**src/rtl/nibble_accum_alu.sv**
```systemverilog
// nibble_accum_alu: two-stage pipelined add / subtract / accumulate unit.
// Stage 1 registers the W+1-bit operand sum or difference. Stage 2 either
// produces an ADD/SUB result or folds the sum into the accumulator.
// Optional feature macro: NIBBLE_ACCUM_SAT_EN enables saturating accumulate
// (mode 11). When the macro is undefined, mode 11 wraps exactly like mode 10.
module nibble_accum_alu #(
  parameter int unsigned W     = 4,
  parameter int unsigned ACC_W = 8,
  parameter int unsigned CNT_W = 4
) (
  input  logic             clk,
  input  logic             rst_n,
  input  logic             in_valid,
  input  logic [W-1:0]     a,
  input  logic [W-1:0]     b,
  input  logic [1:0]       mode,
  input  logic             clr,
  output logic             out_valid,
  output logic [ACC_W-1:0] result,
  output logic             flag,
  output logic [CNT_W-1:0] count
);

  typedef enum logic [1:0] {
    OP_ADD     = 2'b00,
    OP_SUB     = 2'b01,
    OP_ACC     = 2'b10,
    OP_ACC_SAT = 2'b11
  } op_e;

  logic [W:0]       s1_sum_d, s1_sum_q;
  op_e              s1_mode_q;
  logic             s1_valid_q;

  logic [ACC_W-1:0] acc_d, acc_q;
  logic [CNT_W-1:0] cnt_d, cnt_q;
  logic [ACC_W-1:0] result_d, result_q;
  logic             flag_d, flag_q;
  logic             out_valid_q;

  logic [ACC_W-1:0] acc_base;
  logic [CNT_W-1:0] cnt_base;
  logic [ACC_W:0]   acc_sum;

  // Stage 1 arithmetic: W+1-bit sum, or two's-complement difference for SUB
  always_comb begin
    if (mode == OP_SUB) s1_sum_d = {1'b0, a} - {1'b0, b};
    else                s1_sum_d = {1'b0, a} + {1'b0, b};
  end

  // Stage 1 register: operands are captured only on valid cycles
  always_ff @(posedge clk) begin
    if (!rst_n) begin
      s1_valid_q <= 1'b0;
      s1_sum_q   <= '0;
      s1_mode_q  <= OP_ADD;
    end else begin
      s1_valid_q <= in_valid;
      if (in_valid) begin
        s1_sum_q  <= s1_sum_d;
        s1_mode_q <= op_e'(mode);
      end
    end
  end

  // Stage 2 execute. clr zeroes the accumulator base first, so a coincident
  // accumulate starts from zero.
  always_comb begin
    acc_base = clr ? '0 : acc_q;
    cnt_base = clr ? '0 : cnt_q;
    acc_sum  = {1'b0, acc_base} + (ACC_W+1)'(s1_sum_q);

    acc_d    = acc_base;
    cnt_d    = cnt_base;
    result_d = result_q;
    flag_d   = flag_q;

    if (s1_valid_q) begin
      unique case (s1_mode_q)
        OP_ADD: begin
          result_d = ACC_W'(s1_sum_q);
          flag_d   = s1_sum_q[W];
        end
        OP_SUB: begin
          // The sign bit of the W+1-bit difference is set exactly when a < b
          result_d = ACC_W'($signed(s1_sum_q));
          flag_d   = s1_sum_q[W];
        end
        OP_ACC, OP_ACC_SAT: begin
          acc_d  = acc_sum[ACC_W-1:0];
          flag_d = acc_sum[ACC_W];
`ifdef NIBBLE_ACCUM_SAT_EN
          if ((s1_mode_q == OP_ACC_SAT) && acc_sum[ACC_W]) acc_d = '1;
`endif
          result_d = acc_d;
          cnt_d    = (cnt_base == '1) ? cnt_base : cnt_base + CNT_W'(1);
        end
      endcase
    end
  end

  // Stage 2 registers: accumulator, count, held result/flag and valid pulse
  always_ff @(posedge clk) begin
    if (!rst_n) begin
      acc_q       <= '0;
      cnt_q       <= '0;
      result_q    <= '0;
      flag_q      <= 1'b0;
      out_valid_q <= 1'b0;
    end else begin
      acc_q       <= acc_d;
      cnt_q       <= cnt_d;
      result_q    <= result_d;
      flag_q      <= flag_d;
      out_valid_q <= s1_valid_q;
    end
  end

  assign out_valid = out_valid_q;
  assign result    = result_q;
  assign flag      = flag_q;
  assign count     = cnt_q;

endmodule

```
**config.mk**
```make
export PLATFORM = sky130hd
export DESIGN_NAME = nibble_accum_alu
export DESIGN_NICKNAME = d
export VERILOG_FILES = /design/src/rtl/nibble_accum_alu.sv
export SDC_FILE = /design/constraint.sdc
export NUM_CORES = 1
export LEC_CHECK = 0
export CORE_MARGIN = 2
export CORE_UTILIZATION = 50
export CTS_CLUSTER_SIZE = 25
export DETAILED_ROUTE_END_ITERATION = 10
export GPL_ROUTABILITY_DRIVEN = 0
export GPL_TIMING_DRIVEN = 0
export PLACE_DENSITY = 0.75
export SYNTH_ARGS = -nofsm -noshare
export SYNTH_HDL_FRONTEND = slang
export SYNTH_SLANG_ARGS = --single-unit
```
**constraint.sdc**
```tcl
create_clock -name clk -period 4.95 [get_ports clk]
set_clock_uncertainty 0.2 [all_clocks]
set_input_delay 0.99 -clock clk [delete_from_list [all_inputs] [get_ports clk]]
set_output_delay 0.99 -clock clk [all_outputs]
set_load 0.02 [all_outputs]
```
==> summary.md, run 1 <==
| Metric | Value |
|---|---|
| Total GRT Usage | 0.212 |
| Ports | 28 |
| Synth Area per Inst | 8.75 um^2 |
| CTS tree | built |
| Row count | 21 |
| Crit path max-delay cell type | clkdlybuf4s50_1 |
| Hold Path Class | reg -> reg |
| Pin count of the biggest net entering global routing | 11 |
| P_leak | ~0.85 nW |
| Peak VDD IR | roughly 0.22 mV |
| Initial antenna violation count | 0 |
| Wire per inst | 13.6 um |
| Reg clk slew, reported paths | 0.09 ns |
| Placed cell area | 2100 um^2 |
| Synth Area in Adders | 0.100 |
| Outcome | finished clean |
| Port Buf Inserts | 27 |
| Pins over their slew limit | 0 |
| Min Hold Slack | 0.272 ns |
| H-tree depth | 2 |
| # Post-CTS Setup Buffers | 0 |
| Resized Gates After CTS | 0 |
| Top-count cell post-synth | dfxtp_1 |
| ANT cells | 0 |
| CTS max path bufs | 2 |
| Iteration-0 DRC Markers | 75 |
| Fin area | 2170 um^2 |
| First drt pass iteration count | 4 |
| Top post-synthesis cells by count | 30 x dfxtp_1, 19 x nor2_1, 17 x a21oi_1, 14 x nor2b_1, 11 x ha_1 |
| Simple-gate share of the synthesized area | 0.222 |
| Required @ worst endpoint | 4.94 ns |
| Crit path DAT | 3.63 ns |
| Seq/Total Area, Yosys | 0.340 |
| Primary FF master, synth | dfxtp_1 |
| Layout cells sized above 1 | 0.0633 |
| Largest stage delay on the critical path | 0.62 ns |
| # clock sinks | 30 |
| Area contributors post-synth | dfxtp_1 34%, ha_1 7.8%, mux2i_1 5.7% |
| Chip height | 63.5 um |
| Fin util | 0.647 |
| Synthesis Warnings | 0 |
| Mux cell area share after synthesis | 0.0566 |
| Number of max-cap violations | 0 |
| Vias in the first global route | 1476 |
| PwrDens | ~250 nW/um^2 |
| CTS Buf Count | 5 |
| Full die area | a little over 4000 um^2 |
| Relative slew slack | 0.640 |
| Syn Inst Count | just over 200 |
| Fin crit period | between 3 and 4 ns |
| Clock Latency Late Sink | 0.32 ns |
| Crit path top cell by count | a21oi_1 |
| Root Buffer | clkbuf_4 |
| Setup TNS | 0 ns |
| Top cell type's share of synthesized area | 0.340 |
| # fillers | ~330 |
| Finished Layout Cells | 283 |
| Vias | between 1500 and 2000 |
| Max frequency | roughly 270 MHz |
| CP cell instances | clkdlybuf4s50_1 -> clkbuf_1 -> nor2b_1 -> ha_1 -> fa_1 -> a21o_1 -> a21oi_1 -> mux2i_1 -> a21oi_1 |
| Multi-input logic area | 1100 um^2 |
| Startpoint Class | primary input |
| Syn Nets | 229 |
| Tightest Pin Transition | 0.540 ns |
| Post-Place Cells | 275 |
| Yosys reg bits | 30 |
| Post-synth EDFFs | 0 |
| Endpoints failing hold | 0 |
| Post-synth ARST share | 0 |
| First-pass GRT wire length | 6710 um |
| Dpl hpwl | 3000 um |
| RSZ-0062 raised after global routing | false |
| Die Width | 63.5 um |
| GRT Residual Overflow | 0 |
| Largest area contributor in the netlist | dfxtp_1 |
| Setup-failing EPs final | 0 |
| Via density | ~5.5 |
| Mapped Area | 1770 um^2 |
| Crit Path Max Fanout | 10 |
| Largest family of logic cells by synthesized area | simple AND/OR/NAND/NOR gates |
| Antenna Nets Post-Route | 0 |
| Core area | between 3000 and 4000 um^2 |
| FF/Latch Area | 601 um^2 |
| Wirelength, routed | 3860 um |
| Number of distinct library cells after synthesis | 42 |
| Starting Density | 0.526 |
| Post-route DRC | 0 |
| Critical path class | in -> reg |
| Area grow syn2layout | 23.0% |
| Compound-cell area share of the yosys netlist | 0.211 |
| Hold-fix buffers, CTS | 0 |
| Xor/xnor cell area share of the yosys netlist | 0.0347 |
| Final #Nets | 263 |
| Fin crit share | 0.736 |
| Crit path capture type | flip-flop |
final cells by class:
cell class | count | area share
Buffer | 9 | 0.0190
Clock buffer | 8 | 0.0362
Inverter | 6 | 0.0104
Multi-Input combinational cell | 157 | 0.507
Sequential cell | 30 | 0.276
Tap cell | 46 | 0.0265
Timing Repair Buffer | 27 | 0.124
layout by cell type (no fill, tap or decap), types with 6 or more instances in the layout:
| master | Yosys | routed |
|---|---|---|
| clkbuf_1 | 6 | 6 |
| clkdlybuf4s50_1 | 0 | 27 |
| nand2_1 | 8 | 8 |
| o21a_1 | 8 | 8 |
| ha_1 | 11 | 11 |
| mux2i_1 | 10 | 10 |
| a211oi_1 | 7 | 7 |
| nor2b_1 | 14 | 14 |
| dfxtp_1 | 30 | 30 |
| a21oi_1 | 17 | 17 |
| nor2_1 | 19 | 19 |
worst max-delay path: cells and delay by family:
family	cells	cell delay [ns]
simple gates	1	0.12
fa+ha+maj	2	0.69
compound gates	3	0.48
mux	1	0.32
buf+inv	2	1.02
routing by layer:
metal	track usage	part of all wire	up-vias
li1	-	-	793
met1	0.280	0.50	721
met2	0.338	0.45	28
met3	0.0411	0.033	7
met4	0.0842	0.012	0
met5	0	0	-
where the power goes:
group          total (W)  switching, W  leakage (nW)  internal (W)
Combinational   0.000108     0.0000558         0.559     0.0000520
Sequential      0.000261    0.00000822         0.245      0.000253
Clock           0.000179     0.0000819        0.0446     0.0000970
cell families after synthesis:
| kind of cell | after synthesis |
|---|---|
| flip-flops | 30 |
| buffers and inverters | 15 |
| adder cells (fa/ha/maj) | 13 |
| XOR/XNOR | 7 |
| AO/OA/AOI/OAI | 55 |
| multiplexers | 10 |
| AND/OR/NAND/NOR | 72 |
sequential cells by signal, indices dropped and copies added (netlist names):
signal      cells
acc_q           8
flag            1
s1_sum_q        5
result          8
out_valid       1
count           4
s1_valid_q      1
s1_mode_q       2
per-stage QoR:
stage | total power (W) | worst slack (ns)
3_5_place_dp | 0.000374 | 1.03
4_1_cts | 0.000552 | 1.34
3_3_place_gp | 0.000371 | 1.05
6_report | 0.000547 | 1.31
5_1_grt | 0.000579 | 1.20
2_1_floorplan | 0.000334 | 2.03
worst paths after layout:
| kind | cells after the start | slack [ns] | endpoint | start |
|---|---|---|---|---|
| max reg2reg | 7 | 2.69 | acc_q[4] | acc_q[0] |
| min reg2reg | 2 | 0.27 | result[2] | result[2] |
| max | 9 | 1.31 | acc_q[4] | clr |
| min | 2 | 0.27 | result[2] | result[2] |
Power figures use the tool's default switching activity.
==> run 2, diff against run 1 <==
Settings changed: CORE_UTILIZATION 50 to 48.
Clock period 4.95 ns to 2.9 ns, I/O delays scaled along.
==> run 2 against run 1 <==
Final area is 1.7% higher. Combinational power up 72%. Utilization down 3.3 points. Sequential share of layout area is 0.47 points lower. Clock-buffer cell count decreased by 2. Die area up 3.9%. Flip-flop and latch count is the same. Register-to-register slack worse by 2.0 ns. Hold slack better by 0.011 ns. Non-clock buffer count is the same. Setup slack worse by 1.2 ns. Critical path type unchanged.
==> summary.md, run 2 (synthesis gave the netlist of run 1 again) <==
| Metric | Value |
|---|---|
| Outcome | finished clean |
| Sw frac | 0.282 |
| Stages on the worst setup path | 9 |
| Crit path DAT | 2.74 ns |
| Clk pwr share | 0.364 |
| Final #Nets | 263 |
| Largest stage delay on the critical path | 0.54 ns |
| Crit Path Max Fanout | 3 |
| First-pass GRT wire length | slightly below 7000 um |
| Wire per inst | 13.6 um |
| Layout cells sized above 1 | 0.0759 |
| Reg-to-reg endpoint | acc_q[4] |
| Core area | 3610 um^2 |
| CP startpoint | b[1] |
| Switching power total | 0.000280 W |
| PwrDens | 449 nW/um^2 |
| Relative slew slack | 0.624 |
| Full die area | between 4000 and 5000 um^2 |
| Hold-fix buffers, CTS | 0 |
| Endpoints failing hold | 0 |
| Finished Layout Cells | 285 |
| Crit path top cell by count | ha_1 |
| Dpl hpwl | 2890 um |
| Fin crit period | around 2.8 ns |
| GRT Residual Overflow | 0 |
| # clock sinks | 30 |
| Critical Path Sink | s1_sum_q[3] |
| Crit path max-delay cell type | clkdlybuf4s50_1 |
| Post-route DRC | 0 |
| CTS tree | built |
| Worst r2r path cells | 7 |
| Chip height | 64.7 um |
| Starting Density | 0.490 |
| Ports | 28 |
| Die Width | between 60 and 70 um |
| Reg clk slew, reported paths | 0.07 ns |
| Combinational power share | 0.188 |
| Vias in the first global route | 1510 |
| Number of max-cap violations | 0 |
| Reg2Reg Setup Slack | 0.70 ns |
| Required @ worst endpoint | between 2 and 3 ns |
| P_leak | 0.858 nW |
| Antenna Nets Post-Route | 0 |
| Startpoint Class | primary input |
| Root Buffer | clkbuf_8 |
| Area grow syn2layout | 25.1% |
| Port Buf Inserts | 27 |
| Critical R2R Launch | acc_q[0] |
| Total GRT Usage | 0.215 |
| Wirelength, routed | 3860 um |
| Pins over their slew limit | 0 |
| RSZ-0062 raised after global routing | false |
| CTS max path bufs | 2 |
| Pin count of the biggest net entering global routing | 11 |
| Initial antenna violation count | 0 |
| Critical path class | in -> reg |
| CP cell instances | clkdlybuf4s50_1 -> inv_1 -> ha_1 -> mux2i_4 -> ha_1 -> nor2b_1 -> o21a_1 -> or3_1 -> a32o_1 |
| Iteration-0 DRC Markers | about 130 |
| Most frequent cells in the layout | 30 x dfxtp_1, 26 x clkdlybuf4s50_1, 19 x nor2_1, 17 x a21oi_1, 13 x nor2b_1 |
| Post-Place Cells | between 200 and 300 |
| Via density | roughly 5.4 |
| CTS Buf Count | 5 |
| CP Buf/Inv Count | 2 |
| ANT cells | 0 |
| H-tree depth | 2 |
| Fin crit share | 0.951 |
| Row count | 22 |
| Most common cell after layout, fill and taps aside | dfxtp_1 |
| Max frequency | 363 MHz |
| Setup TNS | 0 ns |
| Sequential Power Share | 0.448 |
| Hold Path Class | reg -> reg |
| P_int | around 0.0007 W |
| Tightest Pin Transition | 0.564 ns |
| Setup-failing EPs final | 0 |
| Vias | 1541 |
| Peak VDD IR | about 0.3 mV |
| Crit path capture type | flip-flop |
| First drt pass iteration count | 4 |
| Delay-heaviest family, CP | buffers and inverters |
| Clock Latency Late Sink | 0.29 ns |
run 2: tightest hold or removal path: cells and delay by family, from the launching register on:
kind | cells | cell delay, ns
DFF | 1 | 0.31
and+or+nand+nor | 1 | 0.08
AOI/OAI and AO/OA | 1 | 0.05
run 2: per-stage QoR:
stage / total power, W / hold WS [ns] / instance area [um^2] / setup slack (ns) / utilization
after global placement: 0.000634 / 0.254 / 2100 / -0.568 / 0.582
after floorplan: 0.000570 / 0.261 / 1770 / 0.391 / -
after global routing: 0.00104 / 0.307 / 2210 / 0.0142 / 0.613
after CTS: 0.000989 / 0.287 / 2200 / 0.0750 / 0.609
after detailed placement: 0.000637 / 0.275 / 2100 / -0.591 / 0.582
final: 0.000993 / 0.282 / 2210 / 0.142 / 0.613
run 2: what timing repair did:
item	4_1_cts	5_1_grt
pin swaps	0	1
setup endpoints to repair	11	2
buffers inserted	0	0
endpoints found under the hold margin	0	0
gates resized for setup	3	4
run 2: metal layers:
metal,global-route usage,vias to the layer above,wire (um)
met3,0.0469,8,108
met4,0.0878,0,71
met5,0,-,0
li1,-,799,-
met1,0.271,711,1970
met2,0.355,23,1710
run 2: final cells by class:
cell class                      instances  area [um^2]
Fill cell                             323         1390
Clock inverter                          2         12.5
Inverter                                6         22.5
Clock buffer                            6         82.6
Sequential cell                        30          601
Tap cell                               48         60.1
Buffer                                  9         45.0
Timing Repair Buffer                   27          270
Multi-Input combinational cell        157         1120
run 2: how the worst min path moves through the flow:
stage,from,endpoint,slack [ns],depth (start not counted)
finish,result[0],result[0],0.28,2
CTS,result[0],result[0],0.29,2
floorplan,s1_mode_q[0],s1_mode_q[0],0.26,2
global route,result[2],result[2],0.31,2
global placement,result[2],result[2],0.25,2
detailed placement,result[2],result[2],0.28,2
run 2: power by group through the flow:
stage	Sequential, W	Clock (W)	Combinational (W)
final	0.000445	0.000361	0.000186
after CTS	0.000445	0.000361	0.000183
after floorplan	0.000461	0	0.000109
after global routing	0.000448	0.000384	0.000209
after global placement	0.000455	0	0.000179
after detailed placement	0.000455	0	0.000182
